File: src/rtl/avm_pkg.sv
// avm_pkg: shared FSM states, response codes and defaults for the avm_* Avalon-MM blocks.
package avm_pkg;

    typedef enum logic [1:0] {
        IDLE,
        XFER,
        RESP
    } state_e;

    localparam logic RSP_OK      = 1'b0;
    localparam logic RSP_TIMEOUT = 1'b1;

    localparam int DEF_TIMEOUT = 256;

endpackage

File: src/rtl/avm_cmd_master.sv
// avm_cmd_master: command-stream to single Avalon-MM read/write transfers with waitrequest timeout.
module avm_cmd_master
    import avm_pkg::*;
#(
    parameter int ADDR_W  = 4,
    parameter int DATA_W  = 32,
    parameter int TIMEOUT = DEF_TIMEOUT
) (
    input  logic              clk,
    input  logic              reset_n,
    input  logic              cmd_valid,
    output logic              cmd_ready,
    input  logic              cmd_write,
    input  logic [ADDR_W-1:0] cmd_addr,
    input  logic [DATA_W-1:0] cmd_wdata,
    output logic              rsp_valid,
    input  logic              rsp_ready,
    output logic [DATA_W-1:0] rsp_rdata,
    output logic              rsp_err,
    output logic [ADDR_W-1:0] avm_m0_address,
    output logic              avm_m0_read,
    output logic              avm_m0_write,
    output logic [DATA_W-1:0] avm_m0_writedata,
    input  logic [DATA_W-1:0] avm_m0_readdata,
    input  logic              avm_m0_waitrequest
);

    localparam int CNT_W = (TIMEOUT == 0) ? 1 : $clog2(TIMEOUT + 1);
    // Abort fires on the wait edge that would bring the counter to TIMEOUT.
    localparam logic [CNT_W-1:0] CNT_LAST = CNT_W'((TIMEOUT == 0) ? 0 : TIMEOUT - 1);

    state_e            state_q, state_d;
    logic [CNT_W-1:0]  cnt_q, cnt_d;
    logic              cmd_ready_q, cmd_ready_d;
    logic [ADDR_W-1:0] addr_q, addr_d;
    logic [DATA_W-1:0] wdata_q, wdata_d;
    logic              rd_q, rd_d, wr_q, wr_d;
    logic              rsp_valid_q, rsp_valid_d;
    logic [DATA_W-1:0] rsp_rdata_q, rsp_rdata_d;
    logic              rsp_err_q, rsp_err_d;
    logic              timeout_hit;

    assign timeout_hit = (TIMEOUT != 0) && (cnt_q == CNT_LAST);

    always_comb begin
        state_d     = state_q;
        cnt_d       = cnt_q;
        cmd_ready_d = cmd_ready_q;
        addr_d      = addr_q;
        wdata_d     = wdata_q;
        rd_d        = rd_q;
        wr_d        = wr_q;
        rsp_valid_d = rsp_valid_q;
        rsp_rdata_d = rsp_rdata_q;
        rsp_err_d   = rsp_err_q;
        case (state_q)
            IDLE: begin
                cmd_ready_d = 1'b1;
                if (cmd_valid && cmd_ready_q) begin
                    state_d     = XFER;
                    cmd_ready_d = 1'b0;
                    cnt_d       = '0;
                    addr_d      = cmd_addr;
                    wdata_d     = cmd_write ? cmd_wdata : '0;
                    rd_d        = !cmd_write;
                    wr_d        = cmd_write;
                end
            end
            XFER: begin
                if (!avm_m0_waitrequest || timeout_hit) begin
                    state_d     = RESP;
                    rd_d        = 1'b0;
                    wr_d        = 1'b0;
                    rsp_valid_d = 1'b1;
                    rsp_err_d   = avm_m0_waitrequest ? RSP_TIMEOUT : RSP_OK;
                    rsp_rdata_d = (rd_q && !avm_m0_waitrequest) ? avm_m0_readdata : '0;
                end else begin
                    cnt_d = (cnt_q == '1) ? cnt_q : cnt_q + 1'b1;
                end
            end
            RESP: begin
                if (rsp_ready) begin
                    state_d     = IDLE;
                    cmd_ready_d = 1'b1;
                    rsp_valid_d = 1'b0;
                    rsp_err_d   = RSP_OK;
                    rsp_rdata_d = '0;
                end
            end
            default: state_d = IDLE;
        endcase
    end

    always_ff @(posedge clk or negedge reset_n) begin
        if (!reset_n) begin
            state_q     <= IDLE;
            cnt_q       <= '0;
            cmd_ready_q <= 1'b0;
            addr_q      <= '0;
            wdata_q     <= '0;
            rd_q        <= 1'b0;
            wr_q        <= 1'b0;
            rsp_valid_q <= 1'b0;
            rsp_rdata_q <= '0;
            rsp_err_q   <= 1'b0;
        end else begin
            state_q     <= state_d;
            cnt_q       <= cnt_d;
            cmd_ready_q <= cmd_ready_d;
            addr_q      <= addr_d;
            wdata_q     <= wdata_d;
            rd_q        <= rd_d;
            wr_q        <= wr_d;
            rsp_valid_q <= rsp_valid_d;
            rsp_rdata_q <= rsp_rdata_d;
            rsp_err_q   <= rsp_err_d;
        end
    end

    assign cmd_ready        = cmd_ready_q;
    assign rsp_valid        = rsp_valid_q;
    assign rsp_rdata        = rsp_rdata_q;
    assign rsp_err          = rsp_err_q;
    assign avm_m0_address   = addr_q;
    assign avm_m0_read      = rd_q;
    assign avm_m0_write     = wr_q;
    assign avm_m0_writedata = wdata_q;

endmodule

File: config.mk
export PLATFORM = sky130hd
export DESIGN_NAME = avm_cmd_master
export DESIGN_NICKNAME = d
export VERILOG_FILES = /design/src/rtl/avm_pkg.sv /design/src/rtl/avm_cmd_master.sv
export SDC_FILE = /design/constraint.sdc
export NUM_CORES = 1
export LEC_CHECK = 0
export CORE_ASPECT_RATIO = 0.75
export CORE_MARGIN = 5
export CORE_UTILIZATION = 25
export DETAILED_ROUTE_END_ITERATION = 10
export HOLD_SLACK_MARGIN = 0.05
export SLEW_MARGIN = 20
export SYNTH_ARGS = -nofsm -noshare
export SYNTH_HDL_FRONTEND = slang
export SYNTH_SLANG_ARGS = --single-unit
export TNS_END_PERCENT = 20
File: constraint.sdc
create_clock -name clk -period 1.7 [get_ports clk]
set_input_delay 0.34 -clock clk [delete_from_list [all_inputs] [get_ports clk]]
set_output_delay 0.34 -clock clk [all_outputs]
set_load 0.03 [all_outputs]
==> results of run 1 <==
-- metal layers --
| layer | vias up | wire, um | GRT usage | share of wire |
|---|---|---|---|---|
| met5 | - | 0 | 0 | 0 |
| met4 | 0 | 131 | 0.0298 | 0.012 |
| met3 | 14 | 1050 | 0.0578 | 0.10 |
| met2 | 130 | 4600 | 0.193 | 0.43 |
| met1 | 1411 | 4800 | 0.175 | 0.45 |
| li1 | 1435 | - | - | - |
-- stage by stage --
step,util,power [mW],TNS (ps)
4_1_cts,0.422,9.66,-2770
6_report,0.431,9.64,-5650
3_5_place_dp,0.400,8.00,-6370
3_3_place_gp,0.400,7.95,-6160
5_1_grt,0.431,10.2,-10920
2_1_floorplan,-,5.77,-1500
-- timing repair --
action,in CTS,in global routing
cloned,2,0
hold endpoints to repair,31,0
hold buffers,1,0
pin swaps,4,10
setup buffers,0,4
endpoints found under the setup margin,115,51
gates resized for setup,77,23
-- Yosys cell counts (all sizes together) --
library cell	n	area [um2]
nand4	1	6.26
o22ai	1	12.5
o221ai	1	8.76
o31ai	4	30.0
ha	3	37.5
a2111oi	1	8.76
nand2	90	338
nor3b	1	12.5
buf	16	90.1
a21oi	6	30.0
or4	3	22.5
o21ai	8	40.0
xor2	1	8.76
a22o	30	263
dfrtp	84	2100
and2b	3	25.0
a22oi	1	21.3
inv	2	7.51
and4bb	1	12.5
a21o	3	22.5
nor2	9	36.3
o2bb2ai	1	8.76
nand2b	3	18.8
nand3	37	185
or3	2	12.5
clkbuf	4	25.0
-- power groups by stage --
| stage | combinational, mW | clock (mW) | sequential, mW |
|---|---|---|---|
| global route | 4.93 | 2.07 | 3.24 |
| global placement | 4.77 | 0 | 3.18 |
| CTS | 4.53 | 1.97 | 3.15 |
| floorplan | 1.26 | 0 | 4.51 |
| finish | 4.59 | 1.91 | 3.14 |
| detailed placement | 4.83 | 0 | 3.17 |
-- cell type report --
class,count,area [um2],share of cell area
Sequential cell,84,2100,0.372
Timing Repair Buffer,179,1760,0.312
Multi-Input combinational cell,211,1280,0.227
Clock buffer,12,236,0.0418
Tap cell,171,214,0.0378
Clock inverter,4,50.0,0.00885
Inverter,2,7.51,0.00133
-- sequential cells by signal, summed over array words and instances (netlist names) --
register,cells
avm_m0_writedata,32
rsp_rdata,32
cnt_q,9
avm_m0_address,4
state_q,2
avm_m0_read,1
avm_m0_write,1
cmd_ready,1
rsp_err,1
rsp_valid,1
-- final timing paths --
| check | slack [ps] | startpoint | to |
|---|---|---|---|
| max | -270 | cnt_q[0]$_DFFE_PN0P_ | cnt_q[7]$_DFFE_PN0P_ |
| min | 460 | avm_m0_writedata[30]$_DFFE_PN0P_ | avm_m0_writedata[30]$_DFFE_PN0P_ |
| max reg2reg | -270 | cnt_q[0]$_DFFE_PN0P_ | cnt_q[7]$_DFFE_PN0P_ |
| min reg2reg | 460 | avm_m0_writedata[30]$_DFFE_PN0P_ | avm_m0_writedata[30]$_DFFE_PN0P_ |
| max in group asynchronous | 690 | reset_n | rsp_rdata[3]$_DFFE_PN0P_ |
| min in group asynchronous | 510 | reset_n | avm_m0_writedata[30]$_DFFE_PN0P_ |
-- kinds of logic (layout without fill, tap and decap cells) --
family | count (synthesis) | count (layout)
AND/OR/NAND/NOR | 150 | 150
XOR/XNOR | 1 | 1
buffers and inverters | 22 | 197
adder cells (fa/ha/maj) | 3 | 3
flip-flops | 84 | 84
AO/OA/AOI/OAI | 56 | 57
-- critical path, cell delays in order (launching register included) --
cell     delay (ps)
dfrtp_1         380
ha_2            200
nand3_2          90
nor2_4           50
ha_4            170
nor3b_4         280
buf_4           170
o22ai_4          90
buf_6           140
o31ai_2         190
a21oi_1          90
==> flow_summary.ini, run 1 <==
[timing]
maxSlewHeadroom = 0.703
timing.hold.ws_ps = 459
hold_viol_final = 0
tightest_slew_ps = 435
fin_ws_ps = -271
fmax_mhz = 507
slew_violations = 0
skew_ps = 6.83
period_needed_ps = 1970
setup_violations = 46
rsz0062_at_grt = yes
fin_crit_sh = 1.16

[die]
die_h_um = 111
dieArea_um2 = 16000
die_w_um = 144
core_area_um2 = 13100
ios = 147
fp-row-count = 36
start_util = 0.258

[grt]
grt_overflow = 0
grt_pass1_wl_um = 16600
grt_use_total = 0.130
antenna_found_initial = 0
grt_max_degree = 39
grt_pass1_vias = 3124

[synth]
synth_area_per_cell_um2 = 10.7
synth_simple_gate_area_frac = 0.198
synth_area_um2 = 3390
synth_xor_area_frac = 0.00259
synth.distinct_cells = 33
syn_nets = 393
syn_inst = 316
synthMuxAreaShare = 0
synth-compound-area-share = 0.132
synthAdderAreaFrac = 0.0111
ys_ff_latch = 84
ys_warn_count = 0
seq_area_frac_synth = 0.621
synth_top_family_by_area = simple AND/OR/NAND/NOR gates

[placement]
pre_cts_ws_ps = -288
io_buffer_count = 146
dp_hpwl_um = 7220
place_area_um2 = 5240
globalplace.congestion = 0.778
place_inst = 640

[detailed_routing]
viasPerCell = 4.51
drcViolationCount = 0
route.vias.total = 2990
avgRoutedWirePerCell_um = 16.0
dr.pass1.iters = 6
ant_nets = 0
drt_iter0_markers = 100
totalWireLength_um = 10600

[clock_network]
root_buffer = clkbuf_16
cts_buffers = 9
clock_sinks = 84
htreeDepth = 3
path_clk_slew_ps = 60
cts_tree = yes
cts-root-to-sink-buffers = 2
clock_latency_ps = 330

[worst_setup_path]
critPathKind = flip-flop to flip-flop
cp.arrival_ps = 2180
cp-start-kind = flip-flop
worstPathRequired_ps = 1910
cp_max_fo = 5
reg2reg_depth = 10
crit_path_end_kind = flip-flop

[cells_and_area]
diodes = 0
num-fill-cells = 1253
stdcell_area_um2 = 5650
num-nets-final = 564
syn_to_final_growth_pct = 67.0
final_cell_mix = nand2_1 (90), dfrtp_1 (84), clkdlybuf4s50_1 (72), dlygate4sd2_1 (69), nand3_1 (36)
drive_gt1_frac = 0.144
stdcell_count = 663
final_common_cell = nand2_1

[power]
pwr-share-seq = 0.326
intPower_mw = 5.64
p_switching_mw = 3.99
pwr-share-clk = 0.198
powerDensity_nw_per_um2 = 1700
switching_share = 0.414
p_comb_frac = 0.476
cellLeakagePower_nw = 2.90
irDropWorstVdd_uv = 664

[hold_path]
hp-class = flip-flop to flip-flop
min_path_cells = 2

[outcome]
violations = setup timing
status = finished, violations left

[flow_run]
max_cap_viol_count = 0
Note: power is estimated with default switching activity, not from simulation.
==> run 2, diff against run 1 <==
--- a/config.mk
+++ b/config.mk
@@ -9,6 +9,7 @@
 export CORE_MARGIN = 5
 export CORE_UTILIZATION = 25
 export DETAILED_ROUTE_END_ITERATION = 10
+export GPL_ROUTABILITY_DRIVEN = 0
 export HOLD_SLACK_MARGIN = 0.05
 export SLEW_MARGIN = 20
 export SYNTH_ARGS = -nofsm -noshare
==> results of run 2 <==
Final layout, timing and power as in run 1 (identical DEF).
==> run 3, diff against run 2 <==
--- a/config.mk
+++ b/config.mk
@@ -11,6 +11,7 @@
 export DETAILED_ROUTE_END_ITERATION = 10
 export GPL_ROUTABILITY_DRIVEN = 0
 export HOLD_SLACK_MARGIN = 0.05
+export SETUP_SLACK_MARGIN = 0.05
 export SLEW_MARGIN = 20
 export SYNTH_ARGS = -nofsm -noshare
 export SYNTH_HDL_FRONTEND = slang
==> run 3 against run 2 <==
Compared with the run above: the flow still finishes with violations (setup timing); largest power group unchanged; final cell count shrank 0.15%; combinational power shrank 3%; register-to-register slack is essentially flat; highest routed layer unchanged; non-clock buffer count is the same.
==> flow_summary.ini, run 3 (same netlist as run 1, synthesis figures left out) <==
[timing]
fin_ws_ps = -286
rsz0062_at_grt = yes
slew_violations = 0
fin_tns_setup_ps = -4520
fin_crit_sh = 1.17
fmax_mhz = 504
tightest_slew_ps = 435
skew_ps = 6.47
period_needed_ps = 1990
hold_viol_final = 0
setup_violations = 45
maxSlewHeadroom = 0.702

[die]
die_h_um = 111
start_util = 0.258
core_area_um2 = 13100
dieArea_um2 = 16000
fp-row-count = 36
die_w_um = 144
ios = 147

[flow_run]
max_cap_viol_count = 0

[power]
pwr-share-clk = 0.217
intPower_mw = 5.79
finalPower_mw = 9.72
irDropWorstVdd_uv = 733
p_comb_frac = 0.459
powerDensity_nw_per_um2 = 1720
cellLeakagePower_nw = 2.86
switching_share = 0.405
p_switching_mw = 3.93
pwr-share-seq = 0.323

[worst_setup_path]
cp_cell_sequence = ha_2, nand3_2, nor2_4, ha_4, nor3b_4, o22ai_4, or4_1, a21oi_2
worstPathRequired_ps = 1960
r2r_setup_slack_ps = -290
r2r-start = cnt_q[1]$_DFFE_PN0P_
cp_max_fo = 5
crit_buf_inv = 0
path_delay_family = simple AND/OR/NAND/NOR gates
regToRegEndpoint = cnt_q[5]$_DFFE_PN0P_
critPathKind = flip-flop to flip-flop
reg2reg_depth = 8
worstSetupEndpoint = cnt_q[5]$_DFFE_PN0P_
cp_num_cells = 8
cp.arrival_ps = 2250
slowest_stage = or4_1
crit_path_end_kind = flip-flop
cp-start-kind = flip-flop
startpoint = cnt_q[1]$_DFFE_PN0P_
cp_slowest_stage_delay_ps = 430

[clock_network]
cts_tree = yes
cts-root-to-sink-buffers = 2
path_clk_slew_ps = 60
clock_latency_ps = 330
htreeDepth = 3
clock_sinks = 84
cts_buffers = 9
root_buffer = clkbuf_16

[grt]
grt_use_total = 0.128
grt_pass1_vias = 3112
grt_overflow = 0
grt_max_degree = 44
antenna_found_initial = 0
grt_pass1_wl_um = 16500

[outcome]
status = finished, violations left
violations = setup timing

[detailed_routing]
drcViolationCount = 0
dr.pass1.iters = 4
drt_iter0_markers = 136
totalWireLength_um = 10000
route.vias.total = 2961
avgRoutedWirePerCell_um = 15.2
ant_nets = 0
viasPerCell = 4.47

[cells_and_area]
final_common_cell = nand2_1
final_util = 0.430
diodes = 0
drive_gt1_frac = 0.145
final_cell_mix = nand2_1 (90), dfrtp_1 (84), dlygate4sd2_1 (73), clkdlybuf4s50_1 (72), nand3_1 (36)
num-fill-cells = 1263
syn_to_final_growth_pct = 66.5
num-nets-final = 564
stdcell_area_um2 = 5640

[placement]
dp_hpwl_um = 7230
place_area_um2 = 5230
io_buffer_count = 146
pre_cts_ws_ps = -316

[hold_path]
hp-class = primary input to asynchronous set/reset pin
## run 3: cell count changes in the layout (fill, tap and decap cells not counted), moves of 3 or more
cell            delta
dlymetal6s2s_1     -4
buf_12             -4
buf_6              +3
dlygate4sd2_1      +4
o31ai_1            +3
o31ai_2            -3
## run 3: through the flow
step / cells / hold slack [ps]
finish: 662 / 439
global placement: 643 / 262
floorplan: 316 / 44.4
CTS: 662 / 449
detailed placement: 643 / 263
global route: 662 / 460
## run 3: power by group through the flow
stage          Clock, mW  Sequential [mW]  Combinational (mW)
6_report            2.11             3.14                4.47
5_1_grt             2.29             3.24                4.78
4_1_cts             2.19             3.15                4.46
3_5_place_dp           0             3.18                4.77
3_3_place_gp           0             3.18                4.73
2_1_floorplan          0             4.51                1.26
## run 3: cell type report
type | count | area [um2] | area share
clock inverter | 3 | 68.8 | 0.0122
clock buffer | 12 | 256 | 0.0455
tap | 171 | 214 | 0.0379
sequential | 84 | 2100 | 0.373
inverter | 2 | 7.51 | 0.00133
multi-input combinational | 211 | 1290 | 0.229
timing repair buffer | 179 | 1700 | 0.301
## run 3: worst min-delay path by stage
stage,slack [ps],to,depth (start not counted)
after floorplan,40,avm_m0_address[0]$_DFFE_PN0P_,0
after global placement,260,avm_m0_writedata[14]$_DFFE_PN0P_,1
after detailed placement,260,avm_m0_writedata[22]$_DFFE_PN0P_,1
after CTS,450,avm_m0_writedata[22]$_DFFE_PN0P_,2
after global routing,460,avm_m0_writedata[22]$_DFFE_PN0P_,2
final,440,avm_m0_writedata[22]$_DFFE_PN0P_,2
## run 3: what timing repair did
item / in CTS / in global routing
pin swaps: 21 / 18
buffers inserted: 2 / 1
cloned: 1 / 0
endpoints found under the setup margin: 119 / 47
hold buffers: 1 / 0
endpoints found under the hold margin: 20 / 0
resized for setup: 94 / 8
## run 3: worst reg2reg max path, stage by stage (launching register included)
cell and delay, ps:
dfrtp_1 380, ha_2 200, nand3_2 90, nor2_4 50, ha_4 180, nor3b_4 290
o22ai_4 160, or4_1 430, a21oi_2 140
## run 3: layer usage
layer | share of wire | track usage | vias up
met5 | 0 | 0 | -
met4 | 0.0063 | 0.0305 | 0
met3 | 0.076 | 0.0436 | 7
met2 | 0.46 | 0.197 | 90
met1 | 0.46 | 0.174 | 1428
li1 | - | - | 1436
